**src/rtl/dma_controller_pkg.sv**
```systemverilog
// dma_pkg: shared state encoding and defaults for the receive DMA engine.
// Contents: dma_state_t boot/run state enum, DMA_ACK_DEFAULT ack byte.
package dma_pkg;
    typedef enum logic [1:0] {S_SIZE, S_LOAD, S_ACK, S_RUN} dma_state_t;
    localparam logic [7:0] DMA_ACK_DEFAULT = 8'hAA;
endpackage

```
**src/rtl/dma_controller_byte_packer.sv**
```systemverilog
// byte_packer: assembles received bytes into little-endian 32-bit words.
// Ports: clock, reset (async, active-high), clear (hold byte count at 0),
//        valid/byte_in (received byte), word_valid (combinational pulse on the
//        completing byte), word (assembled word, valid with word_valid),
//        byte_cnt (current byte position, for debug).
module byte_packer (
    input  logic        clock,
    input  logic        reset,
    input  logic        clear,
    input  logic        valid,
    input  logic [7:0]  byte_in,
    output logic        word_valid,
    output logic [31:0] word,
    output logic [1:0]  byte_cnt
);
    // Only the low three bytes are stored; the fourth arrives with the completion.
    logic [23:0] shreg;
    assign word_valid = valid && !clear && byte_cnt == 2'd3;
    assign word = {byte_in, shreg};
    always_ff @(posedge clock or posedge reset)
        if (reset) begin
            byte_cnt <= '0;
            shreg    <= '0;
        end else if (clear) begin
            byte_cnt <= '0;
        end else if (valid) begin
            byte_cnt <= byte_cnt + 2'd1;
            shreg    <= byte_cnt == 2'd0 ? {shreg[23:8], byte_in} :
                        byte_cnt == 2'd1 ? {shreg[23:16], byte_in, shreg[7:0]} :
                        byte_cnt == 2'd2 ? {byte_in, shreg[15:0]} : shreg;
        end
endmodule

```
**src/rtl/dma_controller.sv**
```systemverilog
// dma_controller: boot-time program loader and run-time receive DMA from UART to memory hub.
// Ports: clock, reset (async, active-high), rx_ready/rdata (UART RX byte),
//        tx_busy (UART TX busy), instr_ready/data (code-segment word),
//        mem_ready/data (run-time input word), tx_start/sdata (ack byte),
//        program_loaded (set at ack), led (debug {state, byte_cnt, instr_cnt[3:0]}).
// Build option: DMA_WORD_PACK_EN packs run-time bytes into words; otherwise each
//               run-time byte is forwarded zero-extended.
module dma_controller
    import dma_pkg::*;
#(
    parameter logic [7:0] ACK_BYTE  = DMA_ACK_DEFAULT,
    parameter int         MAX_INSTR = 256
) (
    input  logic        clock,
    input  logic        reset,
    input  logic        rx_ready,
    input  logic [7:0]  rdata,
    input  logic        tx_busy,
    output logic        instr_ready,
    output logic        mem_ready,
    output logic [31:0] data,
    output logic        tx_start,
    output logic [7:0]  sdata,
    output logic        program_loaded,
    output logic [7:0]  led
);
    dma_state_t  state, state_n;
    logic [31:0] remaining, instr_cnt, word, wdata;
    logic [1:0]  byte_cnt;
    logic        word_valid, clear, instr_we, mem_we, ack;

`ifdef DMA_WORD_PACK_EN
    assign clear = state == S_ACK;
`else
    // Byte-wise forwarding in S_RUN leaves the packer idle.
    assign clear = state == S_ACK || state == S_RUN;
`endif

    byte_packer u_packer (
        .clock      (clock),
        .reset      (reset),
        .clear      (clear),
        .valid      (rx_ready),
        .byte_in    (rdata),
        .word_valid (word_valid),
        .word       (word),
        .byte_cnt   (byte_cnt)
    );

    assign led = {state, byte_cnt, instr_cnt[3:0]};

    always_ff @(posedge clock or posedge reset)
        if (reset) state <= S_SIZE;
        else state <= state_n;

    always_comb begin
        state_n  = state;
        instr_we = 1'b0;
        mem_we   = 1'b0;
        ack      = 1'b0;
        wdata    = word;
        case (state)
            S_SIZE: if (word_valid) state_n = word == '0 ? S_ACK : S_LOAD;
            S_LOAD: if (word_valid) begin
                instr_we = instr_cnt < 32'(MAX_INSTR);
                state_n  = remaining == 32'd1 ? S_ACK : S_LOAD;
            end
            S_ACK: if (!tx_busy) begin
                ack     = 1'b1;
                state_n = S_RUN;
            end
            S_RUN: begin
`ifdef DMA_WORD_PACK_EN
                mem_we = word_valid;
`else
                mem_we = rx_ready;
                wdata  = {24'b0, rdata};
`endif
            end
        endcase
    end

    always_ff @(posedge clock or posedge reset)
        if (reset) begin
            remaining      <= '0;
            instr_cnt      <= '0;
            data           <= '0;
            instr_ready    <= 1'b0;
            mem_ready      <= 1'b0;
            tx_start       <= 1'b0;
            sdata          <= '0;
            program_loaded <= 1'b0;
        end else begin
            instr_ready <= instr_we;
            mem_ready   <= mem_we;
            tx_start    <= ack;
            if (word_valid && state == S_SIZE) remaining <= word;
            if (word_valid && state == S_LOAD) remaining <= remaining - 32'd1;
            if (instr_we) instr_cnt <= instr_cnt + 32'd1;
            if (instr_we || mem_we) data <= wdata;
            if (ack) begin
                sdata          <= ACK_BYTE;
                program_loaded <= 1'b1;
            end
        end
endmodule
```
**config.mk**
```make
export PLATFORM = sky130hd
export DESIGN_NAME = dma_controller
export DESIGN_NICKNAME = d
export VERILOG_FILES = /design/src/rtl/dma_controller_pkg.sv /design/src/rtl/dma_controller_byte_packer.sv /design/src/rtl/dma_controller.sv
export SDC_FILE = /design/constraint.sdc
export NUM_CORES = 1
export LEC_CHECK = 0
export ABC_AREA = 1
export BUFFER_PORTS_ARGS = -buffer_cell sky130_fd_sc_hd__buf_2
export CELL_PAD_IN_SITES_DETAIL_PLACEMENT = 1
export CELL_PAD_IN_SITES_GLOBAL_PLACEMENT = 1
export CORE_MARGIN = 5
export CORE_UTILIZATION = 40
export CTS_CLUSTER_DIAMETER = 60
export DETAILED_ROUTE_END_ITERATION = 7
export HOLD_SLACK_MARGIN = 0.02
export PLACE_DENSITY = 0.8
export SLEW_MARGIN = 0
export SYNTH_ARGS = -nofsm -noshare
export SYNTH_HDL_FRONTEND = slang
export SYNTH_HIERARCHICAL = 1
export SYNTH_SLANG_ARGS = --single-unit
```
**constraint.sdc**
```tcl
create_clock -name clock -period 2.8 [get_ports clock]
set_clock_uncertainty 0.05 [all_clocks]
set_input_delay 0.14 -clock clock [delete_from_list [all_inputs] [get_ports clock]]
set_output_delay 0.14 -clock clock [all_outputs]
set_load 0.05 [all_outputs]
```
; ---- Yosys cells after proc, flatten, opt, wreduce, memory -nomap -nowiden
; Index checks and enable logic that the tools add are counted.
[totals]
register_bits = 129
latch_bits = 0
mem_bits_rw = 0
romBits = 0
in_bits = 12
out_inout_bits = 52
word_cells = 65
mem_count = 0
[classes]
add_sub_neg = 3
n_mul = 0
div = 0
n_lt_le_gt_ge = 1
n_eq_ne = 10
shifts = 0
muxes = 18
bitwise_logic = 3
reduce_logical = 17
[ops]
columns = cell, n
row1 = $mux 32, 3
row2 = $add 32x1->32 const B, 1
row3 = $eq 32x1->1 const B, 1
row4 = $logic_not 32->1, 1
row5 = $lt 32x9->1 const B, 1
row6 = $sub 32x1->32 const B, 1
row7 = $mux 16, 1
row8 = $mux 2, 7
row9 = $eq 2x2->1 const B, 4
row10 = $mux 8, 1
row11 = $reduce_and 4->1, 2
row12 = $ne 2x2->1 const B, 3
row13 = $pmux 2 s3, 1
row14 = $mux 1, 5
row15 = $reduce_and 5->1, 1
row16 = $eq 2x1->1 const B, 2
row17 = $logic_and 1x1->1, 4
row18 = $logic_not 2->1, 2
row19 = $reduce_bool 2->1, 2
row20 = $not 1->1, 3
row21 = $reduce_and 3->1, 1
row22 = $reduce_bool 3->1, 1
row23 = $add 2x1->2 const B, 1
row24 = $logic_or 1x1->1, 2
row25 = $logic_not 1->1, 1

; ---- Longest topological paths before layout
[logic_depth]
word_depth = 8
mapped_depth = 18
mapped_depth_nobuf = 16

; ---- Cells and area by module
; The synthesis kept the hierarchy.
[modules_own_cells]
columns = mod, n_inst, cells_each, area_each_um2, seq_area_each_um2
row1 = dma_controller, 1, 740, 5517.8, 2552.4
row2 = byte_packer, 1, 136, 1262.5, 650.6

; ---- Worst setup path after synthesis
; No wires, ideal clock.
[synth_timing]
kind = register to register
start = register state[0]
end = register instr_cnt[0]
setup_ns = 0.124
arrival_time_ns = 2.760
required_time_ns = 2.626
path_slack_ns = -0.135
path_stages_with_launch = 17
path_buffers = 4
synth_period_minus_slack_ns = 2.935
cell_sequence = dfrtp_1 -> ha_1 -> clkbuf_1 -> inv_1 -> nand2_1 -> nor2_4 -> buf_6 -> inv_1 -> nor2_1 -> nand2_4 -> inv_2 -> nand3_2 -> nor3_2 -> nand2_2 -> buf_6 -> buf_6 -> xnor2_2
[synth_between]
elab_chain_len = 7
word_cells_on_any_way = 9
classes_between = eq/ne: 3 / mux: 2 / reduce/logical: 4
[synth_lines]
columns = item, line_no
row1 = from (decl), dma_controller.sv:27  ; dma_state_t state, state_n;
row2 = from (signal assigned), dma_controller.sv:54  ; else state <= state_n;
row3 = $eq 2x2->1, dma_controller.sv:36  ; assign clear = state == S_ACK || state == S_RUN;
row4 = $logic_or 1x1->1 *, dma_controller.sv:36
row5 = via clear, dma_controller.sv:30  ; logic word_valid, clear, instr_we, mem_we, ack;
row6 = $logic_not 1->1 *, dma_controller_byte_packer.sv:18  ; assign word_valid = valid && !clear && byte_cnt == 2'd3;
row7 = $logic_and 1x1->1 * (2 in series), dma_controller_byte_packer.sv:18
row8 = via word_valid, dma_controller.sv:30
row9 = $mux 1 *, dma_controller.sv:64  ; S_LOAD: if (word_valid) begin
row10 = $mux 1 *, dma_controller.sv:62  ; case (state)
row11 = to (signal assigned), dma_controller.sv:99  ; if (instr_we) instr_cnt <= instr_cnt + 32'd1;
row12 = to (decl), dma_controller.sv:28  ; logic [31:0] remaining, instr_cnt, word, wdata;
; The timed path passes the listed nets; every way through them passes the cells marked *.
; A chain may end at the register's enable or synchronous reset.

; ---- Worst setup path after layout
[layout_timing]
start = register state[0]
end = register data[4]
[layout_between]
elab_chain_len = 8
word_cells_on_any_way = 12
classes_between = eq/ne: 3 / mux: 4 / reduce/logical: 5
[layout_lines]
columns = item, line_no
row1 = $eq 2x2->1, dma_controller.sv:36
row2 = $logic_or 1x1->1 *, dma_controller.sv:36
row3 = via clear, dma_controller.sv:30
row4 = $logic_not 1->1 *, dma_controller_byte_packer.sv:18
row5 = $logic_and 1x1->1 * (2 in series), dma_controller_byte_packer.sv:18
row6 = via word_valid, dma_controller.sv:30
row7 = $mux 1 *, dma_controller.sv:64
row8 = $mux 1 *, dma_controller.sv:62
row9 = $logic_or 1x1->1 *, dma_controller.sv:100  ; if (instr_we || mem_we) data <= wdata;
row10 = to (signal assigned), dma_controller.sv:100
row11 = to (decl), dma_controller.sv:21  ; output logic [31:0] data,
; Marks and branches as above.

==> results.py <==
metrics = {
    "final_layout": {
        "syn2layout_area_growth_pct": 14.9,
        "fin_nets": 928,
        "fin_cells": 1138,
        "final_common_cell": "nand2_1",
        "final_cell_mix": "nand2_1 (248), dfrtp_1 (126), nor2_1 (124)",
        "utilization_pct": 47.0,
        "antennaDiodeCount": 0,
        "drive_above_1_share_pct": 15.1,
    },
    "die": {
        "io-pin-count": 64,
        "start_util_pct": 40.9,
        "fp-row-count": 47,
        "coreArea_um2": 16600,
        "die_w_um": 140,
        "die_area_um2": 19700,
        "die_y_um": 140,
    },
    "route": {
        "avgRoutedWirePerCell_um": 18.2,
        "detail-route-antenna-nets": 0,
        "met1_length_mm": 9.21,
        "drtPass1Iterations": 5,
        "routed_wl_mm": 20.7,
        "num_vias": 5947,
        "top_layer": "met4",
        "viasPerCell": 5.23,
        "drcViolationCount": 0,
        "dr_wl_met2_mm": 10.0,
        "route.met3.wl_mm": 1.13,
        "drt_iter0_drc": 368,
    },
    "cts": {
        "root_buffer": "clkbuf_16",
        "clock-sinks": 128,
        "clock_path_buffers": 2,
        "cts_tree": "yes",
        "numCtsBuffers": 17,
        "ctsHtreeMaxLevel": 4,
        "clock_latency_ns": 0.42,
        "path_clk_slew_ns": 0.06,
    },
    "global_routing": {
        "antenna_found_initial": 0,
        "grt_usage_pct": 21.2,
        "grt_pass1_vias": 6104,
        "grt_max_degree": 103,
        "grt_overflow": 0,
        "grt_pass1_wl_mm": 33.0,
    },
    "timing": {
        "worst_slack_ns": 0.194,
        "slew_headroom_pct": 26.3,
        "post-route-min-period_ns": 2.61,
        "slew_viol_final": 0,
        "grt_setup_unrepaired": "no",
        "fmax_ghz": 0.384,
        "finalSetupTns_ns": 0,
        "period_share_pct": 93.1,
        "tightest_slew_ns": 1.10,
        "finalSetupViolations": 0,
        "hold_viol": 0,
    },
    "power_and_ir_drop": {
        "worst_ir_drop_vdd_uv": 855,
        "p_int_mw": 4.34,
        "p_seq_share_pct": 36.0,
        "swShare_pct": 40.5,
        "pwr-share-comb_pct": 31.7,
        "p_total_mw": 7.30,
        "switching_power_mw": 2.96,
        "p_leak_nw": 4.00,
        "clkPwrFrac_pct": 32.3,
        "power_density_nw_per_um2": 937,
    },
    "synth": {
        "synthArstFlopShare_pct": 100,
        "syn_inst": 876,
        "seq_area_frac_synth_pct": 47.2,
        "ys_types": 38,
        "synth-seq-cells": 128,
        "synth_warnings": 6,
        "synth-edff-count": 0,
        "synth_ff_type": "dfrtp_1",
        "avgSynthCellArea_um2": 7.74,
        "netlist_area_um2": 6780,
    },
    "critical_path": {
        "setup.worst_path.class": "flop to flop",
        "startpoint_type": "flop",
        "cp.required_ns": 3.11,
        "crit_arrival_ns": 2.92,
        "cp-end-kind": "flop",
        "r2r_cells": 15,
        "cp_max_fo": 13,
    },
    "outcome": {
        "status": "finished clean",
    },
    "placed_design": {
        "place_congestion": 0.886,
        "port_buffers": 59,
        "pre_cts_slack_ns": 0.149,
        "dp_cells": 1098,
        "hpwl_mm": 14.1,
    },
    "worst_hold_path": {
        "hold-path-cell-count": 3,
        "worst_hold_path_type": "input port to flop",
    },
    "run": {
        "cap_violations": 0,
    },
}
-- worst paths after layout --
kind | endpoint | start | slack, ns
worst min register to register | instr_cnt[21] | instr_cnt[21] | 0.33
worst max register to register | data[4] | state[0] | 0.19
max in group asynchronous | u_packer/shreg[22] | reset | 1.51
worst max-delay path | data[4] | state[0] | 0.19
worst min-delay path | data[27] | rdata[3] | 0.04
min in group asynchronous | data[6] | reset | 0.35
-- critical path: stages, from the launching register on --
cell and delay (ns):
dfrtp_2 0.39, inv_1 0.07, ha_1 0.24, inv_1 0.11, nand2_1 0.16, nor2_4 0.15
inv_1 0.06, nor2_2 0.16, nand2_4 0.07, inv_2 0.07, nand3_2 0.08, nor3_4 0.23
nand2_4 0.15, nand2_2 0.28, o211ai_1 0.18, nand2_1 0.09
-- cell usage after synthesis (7+ instances only) --
library cell | n | share of area, %
ha_1 | 11 | 2.0
buf_6 | 9 | 1.5
nand3_1 | 64 | 4.7
a21oi_1 | 22 | 1.6
buf_4 | 22 | 2.4
inv_1 | 71 | 3.9
nand4_1 | 27 | 2.5
nor2_1 | 125 | 6.9
or2_2 | 7 | 0.65
xor2_1 | 8 | 1.0
clkbuf_1 | 33 | 1.8
nand2_1 | 248 | 14
o21ai_0 | 40 | 3.0
dfrtp_1 | 128 | 47
-- repair_timing --
item | CTS | global route
hold buffers | 5 | 0
setup buffers | 0 | 1
setup endpoints to repair | 0 | 28
endpoints found under the hold margin | 136 | 0
resized for setup | 0 | 6
-- sequential cells by signal, summed over array words and instances (netlist names) --
signal,flops
data,32
instr_cnt,32
remaining,32
u_packer/shreg,24
state,2
u_packer/byte_cnt,2
instr_ready,1
mem_ready,1
program_loaded,1
tx_start,1
-- logic make-up (layout without fill, tap and decap cells) --
logic type,Yosys count,after routing,synth area share [%]
AOI/OAI and AO/OA,81,81,6.66
xor gates and xnor gates,14,14,1.92
adders and majority gates,11,11,2.03
buffers and inverters,147,185,10.6
DFF,128,128,47.2
other,1,4,0.0553
and+or+nand+nor,494,495,31.5
-- final cells by class --
| class | count | area, um2 |
|---|---|---|
| Multi-Input combinational cell | 605 | 2890 |
| Clock inverter | 12 | 158 |
| Sequential cell | 128 | 3210 |
| Inverter | 74 | 282 |
| Fill cell | 2071 | 8790 |
| Clock buffer | 20 | 467 |
| Tap cell | 220 | 275 |
| Timing Repair Buffer | 79 | 513 |
-- stage by stage --
step,hold slack (ns),instance area [um2]
final,0.0359,7790
after global routing,0.0411,7790
after CTS,0.0342,7710
after detailed placement,0.309,7040
after global placement,0.306,7040
after floorplan,0.130,6800
-- per-layer routing --
metal	GRT usage (%)	vias to the layer above
met3	4.70	20
met1	28.4	2968
met2	34.7	161
li1	-	2798
met5	0	-
met4	5.97	0
-- power by group through the flow --
stage               Clock, mW  Sequential [mW]  Combinational [mW]
floorplan                   0             2.86                1.42
global placement            0             2.65                2.20
detailed placement          0             2.65                2.26
CTS                      2.38             2.63                2.30
global route             2.48             2.69                2.55
finish                   2.36             2.63                2.31
(Power assumes the default switching activity.)
